$ cat src/rtl/hazard_ctrl.sv
// Hazard controller for the 5-stage MIPS pipeline: load-use bubbles, taken-branch flushes
// and multi-cycle MDU sequencing. Optional perf counters are built when HAZARD_PERF_EN is defined.
module hazard_ctrl #(
    parameter int unsigned MDU_LATENCY = 4
) (
    input  logic        clk_i,
    input  logic        rst_i,
    input  logic [31:0] IF_ID_instruction_i,
    input  logic [31:0] ID_EX_instruction_i,
    input  logic        ID_EX_memRead_i,
    input  logic        branch_taken_i,
    output logic        pc_write_o,
    output logic        IF_ID_write_o,
    output logic        IF_ID_flush_o,
    output logic        ID_EX_flush_o,
    output logic        EX_MEM_flush_o,
    output logic        mdu_start_o,
    output logic        mdu_abort_o,
    output logic        mdu_busy_o,
    output logic        mdu_done_o,
    output logic [15:0] stall_cycles_o,
    output logic [15:0] flush_count_o
);

    typedef enum logic [0:0] {StRun, StBusy} state_e;

    localparam logic [3:0] LatCount = 4'(MDU_LATENCY);

    state_e     state_q, state_d;
    logic [3:0] count_q, count_d;
    logic       issued_last_q, issued_last_d;

    logic [5:0] id_op, id_funct;
    logic [4:0] id_rs, id_rt, ex_rt;
    logic       is_mdu_op, is_hilo_read, load_use, mdu_stall;
    logic       unused_instr_bits;

    assign id_op    = IF_ID_instruction_i[31:26];
    assign id_funct = IF_ID_instruction_i[5:0];
    assign id_rs    = IF_ID_instruction_i[25:21];
    assign id_rt    = IF_ID_instruction_i[20:16];
    assign ex_rt    = ID_EX_instruction_i[20:16];

    assign unused_instr_bits = ^{IF_ID_instruction_i[15:6], ID_EX_instruction_i[31:21],
                                 ID_EX_instruction_i[15:0]};

    assign is_mdu_op    = (id_op == 6'd0) &&
                          (id_funct == 6'h18 || id_funct == 6'h19 ||
                           id_funct == 6'h1A || id_funct == 6'h1B);
    assign is_hilo_read = (id_op == 6'd0) && (id_funct == 6'h10 || id_funct == 6'h12);

    assign load_use  = ID_EX_memRead_i && (ex_rt != 5'd0) &&
                       ((ex_rt == id_rs) || (ex_rt == id_rt));
    assign mdu_stall = (state_q == StBusy) && (is_mdu_op || is_hilo_read);

    always_comb begin
        pc_write_o     = 1'b1;
        IF_ID_write_o  = 1'b1;
        IF_ID_flush_o  = 1'b0;
        ID_EX_flush_o  = 1'b0;
        EX_MEM_flush_o = 1'b0;
        mdu_start_o    = 1'b0;
        mdu_abort_o    = 1'b0;
        state_d        = state_q;
        count_d        = count_q;
        issued_last_d  = 1'b0;

        if (state_q == StBusy) begin
            count_d = count_q - 4'd1;
            if (count_q == 4'd1) begin
                state_d = StRun;
            end
        end

        // Controls stay at their defaults while reset is held.
        if (!rst_i) begin
            if (branch_taken_i) begin
                IF_ID_flush_o  = 1'b1;
                ID_EX_flush_o  = 1'b1;
                EX_MEM_flush_o = 1'b1;
                // Only an op issued from the flushed path is cancelled.
                if (issued_last_q) begin
                    mdu_abort_o = 1'b1;
                    state_d     = StRun;
                    count_d     = 4'd0;
                end
            end else if (load_use || mdu_stall) begin
                pc_write_o    = 1'b0;
                IF_ID_write_o = 1'b0;
                ID_EX_flush_o = 1'b1;
            end else if (state_q == StRun && is_mdu_op) begin
                mdu_start_o   = 1'b1;
                state_d       = StBusy;
                count_d       = LatCount;
                issued_last_d = 1'b1;
            end
        end
    end

    assign mdu_busy_o = (state_q == StBusy) && !rst_i;
    assign mdu_done_o = mdu_busy_o && (count_q == 4'd1);

    always_ff @(posedge clk_i or posedge rst_i) begin
        if (rst_i) begin
            state_q       <= StRun;
            count_q       <= 4'd0;
            issued_last_q <= 1'b0;
        end else begin
            state_q       <= state_d;
            count_q       <= count_d;
            issued_last_q <= issued_last_d;
        end
    end

`ifdef HAZARD_PERF_EN
    logic [15:0] stall_cycles_q, stall_cycles_d;
    logic [15:0] flush_count_q, flush_count_d;

    always_comb begin
        stall_cycles_d = stall_cycles_q;
        flush_count_d  = flush_count_q;
        if (!pc_write_o && stall_cycles_q != 16'hFFFF) begin
            stall_cycles_d = stall_cycles_q + 16'd1;
        end
        if (branch_taken_i && flush_count_q != 16'hFFFF) begin
            flush_count_d = flush_count_q + 16'd1;
        end
    end

    always_ff @(posedge clk_i or posedge rst_i) begin
        if (rst_i) begin
            stall_cycles_q <= 16'd0;
            flush_count_q  <= 16'd0;
        end else begin
            stall_cycles_q <= stall_cycles_d;
            flush_count_q  <= flush_count_d;
        end
    end

    assign stall_cycles_o = stall_cycles_q;
    assign flush_count_o  = flush_count_q;
`else
    assign stall_cycles_o = 16'd0;
    assign flush_count_o  = 16'd0;
`endif

endmodule

$ cat config.mk
export PLATFORM = sky130hd
export DESIGN_NAME = hazard_ctrl
export DESIGN_NICKNAME = d
export VERILOG_FILES = /design/src/rtl/hazard_ctrl.sv
export SDC_FILE = /design/constraint.sdc
export NUM_CORES = 1
export LEC_CHECK = 0
export CAP_MARGIN = 40
export CORE_ASPECT_RATIO = 1.75
export CORE_MARGIN = 5
export CORE_UTILIZATION = 22
export DETAILED_ROUTE_END_ITERATION = 8
export GPL_ROUTABILITY_DRIVEN = 0
export PLACE_DENSITY = 0.76
export SLEW_MARGIN = 20
export SYNTH_ARGS = -nofsm -noshare
export SYNTH_HDL_FRONTEND = slang
export SYNTH_SLANG_ARGS = --single-unit
$ cat constraint.sdc
create_clock -name clk_i -period 2 [get_ports clk_i]
set_clock_uncertainty 0.2 [all_clocks]
set_input_delay 0.4 -clock clk_i [delete_from_list [all_inputs] [get_ports clk_i]]
set_output_delay 0.4 -clock clk_i [all_outputs]
set_load 0.01 [all_outputs]
==> summary.md, run 1 <==
| Metric | Value |
|---|---|
| Status | `finished, violations left` |
| Failing checks | `setup timing` |
| Layout Nets | `223` |
| Grt ovf | `0` |
| CP most frequent cell | `buf_6` |
| Die Ht | `88.3 um` |
| Total power | `about 500 uW` |
| DR pass1 iterations | `3` |
| HP Class | `in -> async` |
| R2r worst-path depth | `4` |
| Final setup margin | `-0.222 ns` |
| Avg Cell Area, Syn | `8.03 um^2` |
| ANT nets after route | `0` |
| Core Area | `approximately 0.0034 mm^2` |
| WS Path Type | `in -> out` |
| # setup viols final | `4` |
| Post-synthesis cell area | `771 um^2` |
| Clock power frac | `0.348` |
| Initial Util | `0.227` |
| Crit end category | `output pin` |
| Clock buffer count from CTS | `3` |
| Die area | `0.00483 mm^2` |
| Critical Path End | `pc_write_o` |
| PD cells | `approximately 400 mW/mm^2` |
| Pin count of the biggest net entering global routing | `7` |
| Clock transition at the registers of the reported paths | `0.04 ns` |
| Area added between synthesis and finish | `65.9%` |
| Via Count | `743` |
| First-pass GRT wire length | `2980 um` |
| Fin. Hold Viols | `0` |
| Dpl hpwl | `about 1800 um` |
| Initial DRC count | `9` |
| Synth warn | `0` |
| PortBufs | `38` |
| Setup TNS | `-0.848 ns` |
| Final Critical Period | `2.22 ns` |
| Vias per cell | `3.79` |
| Hold_buf cts | `0` |
| Antenna cells | `0` |
| Slowest-stage cell, CP | `or4_4` |
| Synthesized instance count | `96` |
| Clock root cell | `clkbuf_8` |
| Clk_lat worst skew | `0.22 ns` |
| FF-to-FF Start | `state_q` |
| Maximum capacitance violations | `0` |
| Wire per inst | `just over 10 um` |
| WP data arrival | `~1.6 ns` |
| Sinks on Clock Net | `6` |
| Startpoint types | `input port` |
| DRT Wirelength | `slightly above 2000 um` |
| Vias in the first global route | `774` |
| Deepest clock path buffer count | `2` |
| I/O pin total | `109` |
| Layout cells sized above 1 | `0.318` |
| DRC | `0` |
| Max VDD drop | `0.000298 V` |
| Maximum clock rate | `450 MHz` |
| All-Layer GR Usage | `0.0804` |
| Register share of total power | `0.285` |
| CP peak stage delay | `0.52 ns` |
| Worst path required time | `1.40 ns` |
| Comb pwr share | `0.366` |
| Die Wd | `between 50 and 60 um` |
| H-tree levels | `1` |
| Seq cells post-synth | `6` |
| Setup WS pre-CTS | `-1.03 ns` |
| Sw Ratio | `0.302` |
| Reg2Reg Setup Slack | `around 0.60 ns` |
| RSZ-0062 raised after global routing | `true` |
| Area after DPL | `0.00118 mm^2` |
| Reg-to-reg critical path endpoint | `state_q` |
| Internal power | `357 uW` |
| FP Rows | `28` |
| Synth cell types | `26` |
| Period utilization | `1.11` |
| Peak fanout along the critical path | `2` |
| Switching power | `154 uW` |
| Core Util, Final | `0.376` |
| Sequential share of the synthesized area | `0.195` |
| CTS tree | `yes` |
| Initial antenna violation count | `0` |
| Crit path from | `ID_EX_instruction_i[18]` |
| Cells along the critical path | `buf_6, or4_4, o21a_4, a21oi_4, nand2b_4, buf_6` |
| Leakage | `between 0.0006 and 0.0007 uW` |
| Max Transition Viols Final | `0` |
| Fin area | `0.00128 mm^2` |
-- power groups by stage --
stage / Sequential, uW / Clock (uW) / Combinational (uW)
2_1_floorplan: 145 / 0 / 136
3_3_place_gp: 147 / 0 / 180
3_5_place_dp: 148 / 0 / 184
4_1_cts: 146 / 180 / 175
5_1_grt: 149 / 184 / 209
6_report: 146 / 178 / 187
-- repair_timing --
| action | in CTS | in global routing |
|---|---|---|
| setup buffers | 3 | 1 |
| pin swaps | 16 | 10 |
| resized for setup | 72 | 12 |
| endpoints found under the setup margin | 15 | 6 |
-- metrics by stage --
stage / cells / hold slack [ns]
global placement: 189 / 0.352
CTS: 195 / 0.186
finish: 196 / 0.182
floorplan: 127 / -0.00904
detailed placement: 189 / 0.346
global route: 196 / 0.217
-- registers in the layout (all words and copies together) (netlist names) --
name and cells:
issued_last_q 1, count_q 4, state_q 1
-- how the worst min path moves through the flow --
stage               start          to  slack, ns  cells past startpoint
2_1_floorplan       rst_i  count_q[0]     -0.009                      1
3_3_place_gp   count_q[3]  count_q[3]       0.35                      2
3_5_place_dp   count_q[3]  count_q[3]       0.35                      2
4_1_cts             rst_i  count_q[3]       0.19                      3
5_1_grt             rst_i  count_q[0]       0.22                      3
6_report            rst_i  count_q[3]       0.18                      3
-- cells in the mapped netlist --
cell	number	area (um^2)
and3_1	1	6.26
o21ai_0	2	10.0
o21a_1	1	7.51
nor4_1	1	6.26
nor2_1	4	15.0
or4_1	1	7.51
nand2_1	6	22.5
nand3_1	2	10.0
nor2b_1	1	6.26
clkbuf_1	1	3.75
nor4b_1	1	8.76
dfrtp_1	6	150
a31o_1	1	8.76
a211oi_4	1	20.0
nand3b_1	1	7.51
a21oi_1	2	10.0
nand4b_1	1	8.76
a21o_2	1	8.76
conb_1	1	3.75
ha_1	2	25.0
nand2b_1	1	6.26
xnor2_1	13	114
buf_4	34	255
inv_1	6	22.5
nor3_1	4	20.0
o22ai_1	1	6.26
-- final cells by class --
cell class                 count  area, um^2
multi-input combinational     80         539
clock buffer                   3        41.3
tap                           45        56.3
timing repair buffer          56         469
fill                         354        2120
inverter                       6        22.5
sequential                     6         150
-- layer usage --
| metal | GRT usage | vias up | share of wire |
|---|---|---|---|
| met2 | 0.161 | 54 | 0.56 |
| met4 | 0.0136 | 0 | 0 |
| li1 | - | 355 | - |
| met3 | 0.0236 | 0 | 0.13 |
| met1 | 0.0757 | 334 | 0.31 |
| met5 | 0 | - | 0 |
-- cell usage in the layout (no fill, tap or decap), types with 3 or more instances in the layout --
cell type | synthesis | layout
inv_1 | 6 | 6
clkbuf_8 | 0 | 3
xnor2_1 | 13 | 11
clkdlybuf4s50_1 | 0 | 6
dlygate4sd2_1 | 0 | 18
dfrtp_1 | 6 | 6
nor3_1 | 4 | 3
nand2_1 | 6 | 5
buf_6 | 0 | 5
buf_2 | 0 | 7
conb_1 | 1 | 32
buf_4 | 34 | 17
-- critical path: cells and delay by family --
kind	cells	cell delay (ns)
and+or+nand+nor	2	0.67
AOI/OAI and AO/OA	2	0.35
buffers and inverters	2	0.19
-- logic make-up after synthesis --
logic type	synth area share
xor gates and xnor gates	0.148
DFF	0.195
and+or+nand+nor	0.162
adders and majority gates	0.0325
AOI/OAI and AO/OA	0.0925
buffers and inverters	0.365
other	0.00487
(Power assumes the default switching activity.)
==> run 2: changes to the inputs <==
--- a/config.mk
+++ b/config.mk
@@ -9,6 +9,7 @@
 export CORE_ASPECT_RATIO = 1.75
 export CORE_MARGIN = 5
 export CORE_UTILIZATION = 22
+export CTS_BUF_LIST = sky130_fd_sc_hd__clkbuf_2 sky130_fd_sc_hd__clkbuf_4 sky130_fd_sc_hd__clkbuf_8
 export DETAILED_ROUTE_END_ITERATION = 8
 export GPL_ROUTABILITY_DRIVEN = 0
 export PLACE_DENSITY = 0.76
==> results of run 2 <==
No change in the layout: final DEF, timing and power equal those of run 1.
==> run 3: changes to the inputs <==
--- a/config.mk
+++ b/config.mk
@@ -8,11 +8,11 @@
 export CAP_MARGIN = 40
 export CORE_ASPECT_RATIO = 1.75
 export CORE_MARGIN = 5
-export CORE_UTILIZATION = 22
+export CORE_UTILIZATION = 27
 export CTS_BUF_LIST = sky130_fd_sc_hd__clkbuf_2 sky130_fd_sc_hd__clkbuf_4 sky130_fd_sc_hd__clkbuf_8
 export DETAILED_ROUTE_END_ITERATION = 8
 export GPL_ROUTABILITY_DRIVEN = 0
-export PLACE_DENSITY = 0.76
+export PLACE_DENSITY = 0.87
 export SLEW_MARGIN = 20
 export SYNTH_ARGS = -nofsm -noshare
 export SYNTH_HDL_FRONTEND = slang
==> constraint.sdc (replaced) <==
create_clock -name clk_i -period 2.9 [get_ports clk_i]
set_clock_uncertainty 0.2 [all_clocks]
set_input_delay 0.58 -clock clk_i [delete_from_list [all_inputs] [get_ports clk_i]]
set_output_delay 0.58 -clock clk_i [all_outputs]
set_load 0.01 [all_outputs]
==> run 3 against run 2 <==
Against the previous run: the run now ends clean; register-to-register slack improved by 0.83 ns; global-route usage is 0.084 points higher; hold slack gained 0.18 ns; non-clock buffer count shrank 7; die area is 16% lower; clock-buffer cell count is the same; critical path depth stayed put; power down 32%; sequential power decreased by 31%; final cell count decreased by 13%.
==> summary.md, run 3 (synthesis results as in run 1) <==
| Metric | Value |
|---|---|
| Setup TNS | `0 ns (+0.848 ns)` |
| Dpl hpwl | `1640 um (-6.9%)` |
| Clock transition at the registers of the reported paths | `0.03 ns (about the same)` |
| Total power | `348 uW (-32%)` |
| WP data arrival | `2.09 ns (+0.47 ns)` |
| Maximum capacitance violations | `0 (unchanged)` |
| Fin. Hold Viols | `0 (unchanged)` |
| Reg-to-reg critical path endpoint | `count_q[0]` |
| RSZ-0062 raised after global routing | `true` |
| Startpoint types | `input port` |
| Maximum clock rate | `around 350 MHz` |
| R2r worst-path depth | `4 (unchanged)` |
| First-pass GRT wire length | `2650 um (-11%)` |
| PD cells | `293 mW/mm^2 (-27%)` |
| Final Hold Slack | `0.362 ns (+0.180 ns)` |
| Final Critical Period | `roughly 2.9 ns` |
| DR pass1 iterations | `3 (unchanged)` |
| Wire per inst | `10.7 um (+3.6%)` |
| H-tree levels | `1 (unchanged)` |
| Crit path from | `ID_EX_instruction_i[16]` |
| Cells along the critical path | `clkdlybuf4s50_1, or4_4, o21a_4, a21oi_2, nand2b_4, buf_6` |
| Area added between synthesis and finish | `53.9%` |
| Crit end category | `output pin` |
| Worst hold path endpoint | `count_q[3]` |
| Slowest-stage cell, CP | `or4_4` |
| Number of post-CTS setup repair buffers | `0 (-3)` |
| Sinks on Clock Net | `6 (unchanged)` |
| Leakage | `0.000565 uW (-15%)` |
| Layout cells sized above 1 | `0.181 (-0.137)` |
| Die Ht | `80.7 um (-8.6%)` |
| Fin area | `0.00119 mm^2 (-7.2%)` |
| Initial DRC count | `3 (-6)` |
| Core Area | `0.00272 mm^2 (-20%)` |
| Clock power frac | `0.347 (about the same)` |
| Reg2Reg Setup Slack | `1.43 ns (+0.83 ns)` |
| Hold_buf cts | `0 (unchanged)` |
| Largest Register | `count_q` |
| Internal power | `250 uW (-30%)` |
| I/O pin total | `109 (unchanged)` |
| Deepest clock path buffer count | `2 (unchanged)` |
| Antenna cells | `0 (unchanged)` |
| Grt ovf | `0 (unchanged)` |
| All-Layer GR Usage | `0.0812 (+0.000838)` |
| Status | `completed` |
| Most frequent cells in the layout | `conb_1, clkdlybuf4s50_1, xnor2_1` |
| Commonest non-fill, non-tap cell in the layout | `conb_1` |
| CP peak stage delay | `0.43 ns (-0.09 ns)` |
| Max VDD drop | `0.000172 V (-42%)` |
| Clock buffer count from CTS | `3 (unchanged)` |
| WS Path Type | `in -> out` |
| Placed Instances | `168 (-11%)` |
| Die Wd | `50.4 um (-7.9%)` |
| # setup viols final | `0 (-4)` |
| Hold_sp | `count_q[3]` |
| Period utilization | `0.988` |
| Area after DPL | `0.00112 mm^2 (-4.8%)` |
| HP Class | `reg -> reg` |
| ANT nets after route | `0 (unchanged)` |
| Vias in the first global route | `677 (-13%)` |
| Pin count of the biggest net entering global routing | `10 (+3)` |
| Peak fanout along the critical path | `2 (unchanged)` |
| DRT Wirelength | `1830 um (-9.6%)` |
| Initial antenna violation count | `0 (unchanged)` |
| Register share of total power | `0.291 (+0.006)` |
| PortBufs | `38 (unchanged)` |
| Sw Ratio | `0.282 (-0.0194)` |
| Vias per cell | `4.15 (+9.4%)` |
| Max Transition Viols Final | `0 (unchanged)` |
| Largest regs | `count_q: 4 flops, issued_last_q: 1 flops, state_q: 1 flops` |
| Clk_lat worst skew | `0.22 ns (about the same)` |
| Final std cells w/o fill | `171 (-13%)` |
| Switching power | `98.2 uW (-36%)` |
| Via Count | `709 (-4.6%)` |
| FF-to-FF Start | `state_q` |
| FP Rows | `25 (-11%)` |
| Initial Util | `0.283 (+0.0564)` |
| Worst path required time | `2.12 ns (+0.72 ns)` |
| Hold depth | `2` |
| Number of flip-flops in the largest register | `4 (unchanged)` |
| Clock root cell | `clkbuf_8` |
| Die area | `0.00407 mm^2 (-16%)` |
| Comb pwr share | `0.362 (-0.004)` |
| CTS tree | `yes` |
| DRC | `0 (unchanged)` |
| Layout Nets | `216 (-3.1%)` |
run 3: cell count changes in the layout (fill, tap and decap cells not counted), sizes merged:
| cell | before | now |
|---|---|---|
| clkdlybuf4s50 | 6 | 31 |
| dlygate4sd2 | 18 | 3 |
| buf | 29 | 15 |
| clkdlybuf4s15 | 2 | 0 |
| dlymetal6s2s | 1 | 0 |
run 3: cell type report:
class | count | area [um^2]
Timing Repair Buffer | 49 | 452
Sequential cell | 6 | 150
Inverter | 6 | 22.5
Clock buffer | 3 | 41.3
Tap cell | 27 | 33.8
Multi-Input combinational cell | 80 | 487
Fill cell | 268 | 1540
run 3: per-layer routing:
| metal | track usage | vias up | routed length [um] |
|---|---|---|---|
| li1 | - | 341 | - |
| met1 | 0.0772 | 313 | 517 |
| met2 | 0.152 | 55 | 982 |
| met3 | 0.0353 | 0 | 333 |
| met4 | 0.0230 | 0 | 0 |
| met5 | 0 | - | 0 |
run 3: power by group through the flow:
stage,registers (uW),logic [uW],clock network [uW]
detailed placement,102,122,0
floorplan,99.8,92.3,0
global route,102,138,131
finish,101,126,121
CTS,101,122,124
global placement,102,119,0
run 3: worst max-delay path by stage:
| stage | to | slack [ns] | cells past startpoint |
|---|---|---|---|
| 2_1_floorplan | pc_write_o | 0.34 | 5 |
| 3_3_place_gp | pc_write_o | -0.54 | 6 |
| 3_5_place_dp | IF_ID_write_o | -0.58 | 6 |
| 4_1_cts | IF_ID_write_o | 0.03 | 6 |
| 5_1_grt | IF_ID_write_o | -0.01 | 6 |
| 6_report | IF_ID_write_o | 0.03 | 6 |
run 3: timing repair:
item | in CTS | in global routing
setup endpoints to repair | 4 | 5
pin swaps | 4 | 3
gates resized for setup | 23 | 4
run 3: critical path, delay by kind of cell:
family          cells  cell delay, ns
simple gates        2            0.59
buf+inv             2            0.52
compound gates      2            0.41
run 3: stage by stage:
stage               setup slack, ns   util
floorplan                     0.336      -
global placement             -0.537  0.413
detailed placement           -0.581  0.413
CTS                          0.0263  0.429
global route                -0.0130  0.436
finish                       0.0334  0.436
